File: src/rtl/au_cmp_eq_seq_if.sv
// Stream bundle for au_cmp_eq_seq: word-pair input stream and verdict output stream.
// master drives operands and consumes verdicts; slave is the comparator sequencer.
interface au_cmp_eq_seq_if #(
    parameter int unsigned WIDTH = 8,
    parameter int unsigned CNTW  = 8
);
    logic             in_valid;
    logic             in_ready;
    logic [WIDTH-1:0] in_a;
    logic [WIDTH-1:0] in_b;
    logic             in_last;
    logic             out_valid;
    logic             out_ready;
    logic             out_eq;
    logic [CNTW-1:0]  out_cnt;
    logic [CNTW-1:0]  out_idx;

    modport master (
        output in_valid, in_a, in_b, in_last, out_ready,
        input  in_ready, out_valid, out_eq, out_cnt, out_idx
    );

    modport slave (
        input  in_valid, in_a, in_b, in_last, out_ready,
        output in_ready, out_valid, out_eq, out_cnt, out_idx
    );
endinterface

File: src/rtl/au_cmp_eq_seq.sv
// Word-serial equality sequencer: folds per-word ~(a^b) reductions into one verdict per operand.
// Optional first-mismatch index output enabled by defining CMP_EQ_IDX_EN.
module au_cmp_eq_seq #(
    parameter int unsigned WIDTH = 8,
    parameter int unsigned CNTW  = 8
) (
    input logic             clk,
    input logic             rst,
    au_cmp_eq_seq_if.slave  bus
);
    localparam logic [CNTW-1:0] CntMax = '1;

    typedef enum logic {StAcc, StDone} state_e;

    state_e            r_state, w_state_nxt;
    logic              r_eq_acc, w_eq_acc_nxt;
    logic [CNTW-1:0]   r_cnt, w_cnt_nxt;
    logic              r_out_eq, w_out_eq_nxt;
    logic [CNTW-1:0]   r_out_cnt, w_out_cnt_nxt;

    logic              w_weq;
    logic              w_fire;
    logic              w_eq_now;
    logic [CNTW-1:0]   w_cnt_inc;

    assign w_weq     = &(~(bus.in_a ^ bus.in_b));
    assign w_fire    = bus.in_valid && bus.in_ready;
    assign w_eq_now  = r_eq_acc & w_weq;
    assign w_cnt_inc = (r_cnt == CntMax) ? r_cnt : r_cnt + CNTW'(1);

    // Held low during reset so no beat is taken while the block is being cleared.
    assign bus.in_ready  = (r_state == StAcc) && !rst;
    assign bus.out_valid = (r_state == StDone);
    assign bus.out_eq    = r_out_eq;
    assign bus.out_cnt   = r_out_cnt;

    always_comb begin
        w_state_nxt   = r_state;
        w_eq_acc_nxt  = r_eq_acc;
        w_cnt_nxt     = r_cnt;
        w_out_eq_nxt  = r_out_eq;
        w_out_cnt_nxt = r_out_cnt;
        unique case (r_state)
            StAcc: begin
                if (w_fire) begin
                    w_eq_acc_nxt = w_eq_now;
                    w_cnt_nxt    = w_cnt_inc;
                    if (bus.in_last) begin
                        w_state_nxt   = StDone;
                        w_out_eq_nxt  = w_eq_now;
                        w_out_cnt_nxt = w_cnt_inc;
                    end
                end
            end
            StDone: begin
                if (bus.out_ready) begin
                    w_state_nxt   = StAcc;
                    w_eq_acc_nxt  = 1'b1;
                    w_cnt_nxt     = '0;
                    w_out_eq_nxt  = 1'b0;
                    w_out_cnt_nxt = '0;
                end
            end
        endcase
    end

    always_ff @(posedge clk or posedge rst) begin
        if (rst) begin
            r_state   <= StAcc;
            r_eq_acc  <= 1'b1;
            r_cnt     <= '0;
            r_out_eq  <= 1'b0;
            r_out_cnt <= '0;
        end else begin
            r_state   <= w_state_nxt;
            r_eq_acc  <= w_eq_acc_nxt;
            r_cnt     <= w_cnt_nxt;
            r_out_eq  <= w_out_eq_nxt;
            r_out_cnt <= w_out_cnt_nxt;
        end
    end

`ifdef CMP_EQ_IDX_EN
    logic [CNTW-1:0] r_idx, w_idx_nxt;
    logic [CNTW-1:0] r_out_idx, w_out_idx_nxt;
    logic [CNTW-1:0] w_idx_now;

    // A cleared eq_acc already means a mismatch was seen, so r_idx is valid then.
    assign w_idx_now = !r_eq_acc ? r_idx : (w_weq ? w_cnt_inc : r_cnt);

    always_comb begin
        w_idx_nxt     = r_idx;
        w_out_idx_nxt = r_out_idx;
        unique case (r_state)
            StAcc: begin
                if (w_fire) begin
                    if (r_eq_acc && !w_weq) begin
                        w_idx_nxt = r_cnt;
                    end
                    if (bus.in_last) begin
                        w_out_idx_nxt = w_idx_now;
                    end
                end
            end
            StDone: begin
                if (bus.out_ready) begin
                    w_idx_nxt     = '0;
                    w_out_idx_nxt = '0;
                end
            end
        endcase
    end

    always_ff @(posedge clk or posedge rst) begin
        if (rst) begin
            r_idx     <= '0;
            r_out_idx <= '0;
        end else begin
            r_idx     <= w_idx_nxt;
            r_out_idx <= w_out_idx_nxt;
        end
    end

    assign bus.out_idx = r_out_idx;
`else
    assign bus.out_idx = '0;
`endif

endmodule

File: src/flat_wrapper.sv
// flat-port wrapper written by rule: the top's interface ports become plain ports
module au_cmp_eq_seq_flat 
#(
    parameter int unsigned WIDTH = 8,
    parameter int unsigned CNTW  = 8
)
  (clk, rst, bus_in_valid, bus_in_a, bus_in_b, bus_in_last, bus_out_ready, bus_in_ready, bus_out_valid, bus_out_eq, bus_out_cnt, bus_out_idx);
  au_cmp_eq_seq_if #(.WIDTH(WIDTH), .CNTW(CNTW)) bus_i ();
  input logic clk;
  input logic rst;
  input wire logic [$bits(bus_i.in_valid)-1:0] bus_in_valid;
  input wire logic [$bits(bus_i.in_a)-1:0] bus_in_a;
  input wire logic [$bits(bus_i.in_b)-1:0] bus_in_b;
  input wire logic [$bits(bus_i.in_last)-1:0] bus_in_last;
  input wire logic [$bits(bus_i.out_ready)-1:0] bus_out_ready;
  output wire logic [$bits(bus_i.in_ready)-1:0] bus_in_ready;
  output wire logic [$bits(bus_i.out_valid)-1:0] bus_out_valid;
  output wire logic [$bits(bus_i.out_eq)-1:0] bus_out_eq;
  output wire logic [$bits(bus_i.out_cnt)-1:0] bus_out_cnt;
  output wire logic [$bits(bus_i.out_idx)-1:0] bus_out_idx;
  assign bus_i.in_valid = bus_in_valid;
  assign bus_i.in_a = bus_in_a;
  assign bus_i.in_b = bus_in_b;
  assign bus_i.in_last = bus_in_last;
  assign bus_i.out_ready = bus_out_ready;
  assign bus_in_ready = bus_i.in_ready;
  assign bus_out_valid = bus_i.out_valid;
  assign bus_out_eq = bus_i.out_eq;
  assign bus_out_cnt = bus_i.out_cnt;
  assign bus_out_idx = bus_i.out_idx;
  au_cmp_eq_seq #(.WIDTH(WIDTH), .CNTW(CNTW)) u_core (.clk(clk), .rst(rst), .bus(bus_i));
endmodule
File: config.mk
export PLATFORM = sky130hd
export DESIGN_NAME = au_cmp_eq_seq_flat
export DESIGN_NICKNAME = d
export VERILOG_FILES = /design/src/rtl/au_cmp_eq_seq_if.sv /design/src/rtl/au_cmp_eq_seq.sv /design/src/flat_wrapper.sv
export SDC_FILE = /design/constraint.sdc
export NUM_CORES = 1
export LEC_CHECK = 0
export CAP_MARGIN = 20
export CORE_AREA = 2 2 54 56
export DETAILED_ROUTE_END_ITERATION = 6
export DIE_AREA = 0 0 56 58
export PLACE_DENSITY = 0.86
export SLEW_MARGIN = 20
export SYNTH_ARGS = -nofsm -noshare
export SYNTH_HDL_FRONTEND = slang
export SYNTH_SLANG_ARGS = --single-unit
File: constraint.sdc
create_clock -name clk -period 3.7 [get_ports clk]
set_input_delay 0.74 -clock clk [delete_from_list [all_inputs] [get_ports clk]]
set_output_delay 0.74 -clock clk [all_outputs]
set_load 0.02 [all_outputs]
==> metrics, run 1 <==
combinational share of power=31.7%; Chip Height=58 µm; vias in the first global route=970; total clock buffers created by CTS=3; most common cell after layout, fill and taps aside=clkdlybuf4s50_1; Clk Latency, worst-skew pair=300 ps; status=complete, no violations; DRC=0; Warnings, synthesis=0; Root Buffer=clkbuf_4; Setup WS pre-CTS=1030 ps; worst slew margin relative to its limit=52.1%; CP delay by family, top=buffers and inverters; PwrDens=391 nW/µm²; Die X=56 µm; CP cell instances=clkdlybuf4s50_1 > nor2_1 > clkdlybuf4s50_1; final instance area=1490 µm²; via count=1019; final setup vio count=0; I/O Pins=40; syn_area_per_cell=9.43 µm²; DRT iter0 DRCs=18; initial antenna violation count=0; TNS Setup=0 ps; switch share=35.3%; Most common cell on crit path=clkdlybuf4s50_1; IO Port Bufs=31; CP Buf/Inv Count=2; Die ar.=3250 µm²; clk_skew=1.21 ps; DRT Pass-1 Iters=4; CP max FO=4; layout cells sized above 1=6.54%; Reg power frac=50.0%; fin. max-slew vios=0; pin count of the biggest net entering global routing=20; placement row count=19; Hold Path Class=reg -> reg; maximum VDD drop=0.000391 V; ANT cells=0; Layout Area Growth over Synthesis=25.4%; cell internal power dissipation=0.377 mW; Via density=5.54; Final Hold Vio Count=0; DR WL/cell=13.8 µm; most frequent cells in the layout=31 x clkdlybuf4s50_1, 18 x dfrtp_1, 12 x nand3_1, 8 x nor2_1, 8 x conb_1; clk buf depth=2; grt ovf=0; WL final=2.54 mm; Core Region=2660 µm²; crit share post-route=72.5%; RSZ-0062 raised after global routing=false; dpl cell area=1460 µm²; Post-synth EDFFs=0; final worst slack=1020 ps; ys flop type=dfrtp_1; register area share after synthesis=40.1%; Final GP Congestion=0.831; CTS tree=done; Achievable Freq=0.373 GHz; Synth Instances=126; first-pass GRT wire length=4.20 mm; Crit path largest cell delay=610 ps; # H-tree levels=1; total power=0.582 mW; TritonCTS Sinks=19; NumNets Final=176; Synth async-reset ratio=100%; Post-CTS Setup Inserts=0; worst path arrival time=1940 ps; CP Class=in -> out; CP max-delay cell=clkdlybuf4s50_1; Req. time, crit path=2960 ps; CTS resizes=0; clk slew on worst S/H paths=100 ps; crit end category=output pin; initial core utilization=44.6%; Distinct cells, synth=38; Worst Tran Pin Value=717 ps; Mapped Area=1190 µm²; leakage power=0.624 nW; crit path time final=2680 ps; Net Sw Power=0.205 mW; FILL cells=253; Final HPWL DP=1.97 mm; overall routing resource usage=16.3%; Seq cells post-synth=19; post-layout util=56.0%; Max Cap Viol=0; clock share of power=18.3%; Worst Setup Start Kind=input port; post-route antenna net violation count=0; R2R setup slack=1880 ps; # hold bufs at CTS=0
==> worst min-delay path: cells and delay by family, from the launching register on <==
kind | cells | cell delay (ps)
AOI/OAI and AO/OA | 1 | 60
DFF | 1 | 350
and+or+nand+nor | 1 | 60
==> cells in the mapped netlist, types with 3 or more instances <==
master	number	area share (%)
a21oi_1	7	2.9
a31oi_1	3	1.6
buf_2	5	2.1
buf_4	8	5.1
dfrtp_1	18	38
mux2i_1	4	3.4
nand2_1	7	2.2
nand3_1	12	5.1
nor2_1	8	2.5
nor3_1	5	2.1
o21ai_0	7	2.9
xnor2_1	3	2.2
xor2_1	7	5.2
==> cell families (layout without fill, tap and decap cells) <==
logic type / Yosys count / after routing / share of synthesized area, %
xor gates and xnor gates: 10 / 10 / 7.37
adders and majority gates: 1 / 1 / 1.05
buffers and inverters: 17 / 37 / 9.05
muxes: 4 / 4 / 3.37
DFF: 19 / 19 / 40.1
AOI/OAI and AO/OA: 27 / 27 / 16.2
and+or+nand+nor: 47 / 47 / 22.5
other: 1 / 8 / 0.315
==> per-layer routing <==
metal  up-vias  share of wire (%)  wire, µm  GRT usage [%]
met4         0               0.99        25           5.78
met5         -                  0         0              0
met2        32                 51      1300           28.2
li1        492                  -         -              -
met1       490                 43      1090           20.6
met3         5                4.7       118           2.90
==> final timing paths <==
check	endpoint	from	cells past startpoint
min	u_core.bus.out_cnt[0]$_DFFE_PP0P_	u_core.bus.out_cnt[0]$_DFFE_PP0P_	2
min reg2reg	u_core.bus.out_cnt[0]$_DFFE_PP0P_	u_core.bus.out_cnt[0]$_DFFE_PP0P_	2
min in group asynchronous	u_core.r_cnt[6]$_DFFE_PP0P_	rst	2
max reg2reg	u_core.bus.out_cnt[3]$_DFFE_PP0P_	u_core.bus.out_valid$_DFF_PP0_	3
max in group asynchronous	u_core.bus.out_valid$_DFF_PP0_	rst	2
max	bus_in_ready	rst	3
==> per-stage QoR <==
step	instances	hold WS, ps
2_1_floorplan	133	468
3_3_place_gp	180	481
3_5_place_dp	180	491
4_1_cts	184	515
5_1_grt	184	541
6_report	184	505
==> flip-flops by register name (all words and copies together) (netlist names) <==
| register | cells |
|---|---|
| u_core.bus.out_valid | 1 |
| u_core.bus.out_eq | 1 |
| u_core.bus.out_cnt | 8 |
| u_core.r_cnt | 8 |
| u_core.r_eq_acc | 1 |
==> power groups by stage <==
stage / clock network (mW) / registers (mW) / logic [mW]
after floorplan: 0 / 0.284 / 0.128
after global placement: 0 / 0.292 / 0.180
after detailed placement: 0 / 0.295 / 0.185
after CTS: 0.106 / 0.290 / 0.187
after global routing: 0.113 / 0.298 / 0.203
final: 0.106 / 0.291 / 0.185
==> final cells by class <==
class / instances / area (µm²) / area share (%)
multi-input combinational: 97 / 631 / 42.3
sequential: 19 / 477 / 32.0
timing repair buffer: 31 / 310 / 20.8
tap: 31 / 38.8 / 2.60
clock buffer: 4 / 26.3 / 1.76
inverter: 2 / 7.51 / 0.504
No activity file was read; power rests on OpenSTA's default activity.
==> run 2: changes to the inputs <==
--- a/config.mk
+++ b/config.mk
@@ -6,10 +6,10 @@
 export NUM_CORES = 1
 export LEC_CHECK = 0
 export CAP_MARGIN = 20
-export CORE_AREA = 2 2 54 56
+export CORE_AREA = 2 2 57 59
 export DETAILED_ROUTE_END_ITERATION = 6
-export DIE_AREA = 0 0 56 58
-export PLACE_DENSITY = 0.86
+export DIE_AREA = 0 0 59 61
+export PLACE_DENSITY = 0.81
 export SLEW_MARGIN = 20
 export SYNTH_ARGS = -nofsm -noshare
 export SYNTH_HDL_FRONTEND = slang
==> constraint.sdc (replaced) <==
create_clock -name clk -period 2.25 [get_ports clk]
set_input_delay 0.45 -clock clk [delete_from_list [all_inputs] [get_ports clk]]
set_output_delay 0.45 -clock clk [all_outputs]
set_load 0.02 [all_outputs]
==> run 2 against run 1 <==
The run now ends with design-rule violations left. Critical path depth is the same. Register-to-register slack lost 1300 ps. Wire length grew 1.2%. Cell area grew 2.2%. Worst hold slack gained 3.2 ps. Critical path type unchanged.
==> metrics, run 2 (same netlist as run 1, synthesis figures left out) <==
Achievable Freq=0.474 GHz; Worst Setup Start Kind=input port; # hold bufs at CTS=0; Setup WS pre-CTS=132 ps; clk buf depth=2; Final GP Congestion=0.847; Core Region=2950 µm²; worst hold start=u_core.bus.out_cnt[1]$_DFFE_PP0P_; final setup vio count=0; Chip Height=61 µm; R2R setup slack=550 ps; Via density=5.51; CP max FO=4; Final Hold Vio Count=0; CP Buf/Inv Count=2; Die X=59 µm; Die ar.=3600 µm²; Most common cell on crit path=clkdlybuf4s50_1; I/O Pins=40; maximum VDD drop=0.000270 V; GR Util met1=19.6%; grt met2 use=28.1%; worst r2r src=u_core.r_cnt[0]$_DFFE_PP0P_; CP max-delay cell=clkdlybuf4s50_1; placement row count=20; WL final=2.57 mm; crit share post-route=93.8%; Layout Area Growth over Synthesis=28.1%; grt ovf=0; post-route antenna net violation count=0; CP Launch Point=rst; DR WL/cell=13.5 µm; via count=1047; CTS resizes=0; leakage power=0.642 nW; RSZ-0062 raised after global routing=false; CP Class=in -> out; Root Buffer=clkbuf_4; pin count of the biggest net entering global routing=20; # H-tree levels=1; Req. time, crit path=1800 ps; total clock buffers created by CTS=3; vias in the first global route=971; crit end category=output pin; clk_skew=2.17 ps; status=complete, but fails checks; WHS Path Cells=2; met3 Usage GRT=2.99%; DRT iter0 DRCs=43; Hold Path Class=reg -> reg; total power=0.957 mW; IO Port Bufs=31; crit path time final=2110 ps; clk slew on worst S/H paths=100 ps; CP delay by family, top=buffers and inverters; Hold Path Sink=u_core.bus.out_cnt[1]$_DFFE_PP0P_; TritonCTS Sinks=19; fin. max-slew vios=0; DRT Pass-1 Iters=6; initial core utilization=40.3%; worst path arrival time=1660 ps; Post-CTS Setup Inserts=0; Critical R2R Capture=u_core.bus.out_cnt[6]$_DFFE_PP0P_; most common cell after layout, fill and taps aside=clkdlybuf4s50_1; overall routing resource usage=16.5%; PwrDens=628 nW/µm²; Final HPWL DP=2.05 mm; placed insts=186; DRC=1; ANT cells=0; Reg2Reg Depth=5; most frequent cells in the layout=31 x clkdlybuf4s50_1, 18 x dfrtp_1, 12 x nand3_1, 8 x nor2_1, 8 x conb_1; CP cell instances=clkdlybuf4s50_1 > nor2_1 > clkdlybuf4s50_1; initial antenna violation count=0; violated checks=design-rule violations; post-layout util=51.6%; first-pass GRT wire length=4.44 mm; NumNets Final=180; CTS tree=done; Max Cap Viol=0; GR peak layer=met2; Final Non-Filler Cells=190; Clk Latency, worst-skew pair=290 ps; final worst slack=139 ps; layout cells sized above 1=8.92%; Crit path largest cell delay=610 ps; TNS Setup=0 ps
==> run 2: changes by cell type in the layout (fill, tap and decap cells not counted) <==
cell,change
buf_4,+4
==> run 2: tightest hold or removal path, delay by kind of cell, from the launching register on <==
family	cells	cell delay [ps]
simple gates	1	60
flops	1	350
compound gates	1	70
==> run 2: worst max-delay path by stage <==
stage	to	slack (ps)	depth (start not counted)
floorplan	u_core.r_cnt[0]$_DFFE_PP0P_	580	5
global placement	bus_in_ready	170	3
detailed placement	bus_in_ready	130	3
CTS	bus_in_ready	120	3
global route	bus_in_ready	70	3
finish	bus_in_ready	140	3
==> run 2: stage by stage <==
stage / hold WS, ps / area [µm²]
after floorplan: 400 / 1210
after global routing: 547 / 1520
after CTS: 514 / 1520
final: 508 / 1520
after detailed placement: 489 / 1500
after global placement: 484 / 1500
==> run 2: where the power goes <==
part	internal, mW	switching, mW	total [mW]
Sequential	0.399	0.0775	0.476
Combinational	0.156	0.154	0.310
Clock	0.0690	0.102	0.171
==> run 2: layout make-up <==
cell class	instances	area, µm²
clock buffer	4	26.3
inverter	2	7.51
multi-input combinational	97	631
fill	291	1430
tap	33	41.3
sequential	19	477
timing repair buffer	35	340
==> run 2: layer usage <==
layer / vias up / part of all wire, %
li1: 504 / -
met1: 507 / 43
met2: 30 / 51
met3: 6 / 4.0
met4: 0 / 2.1
met5: - / 0
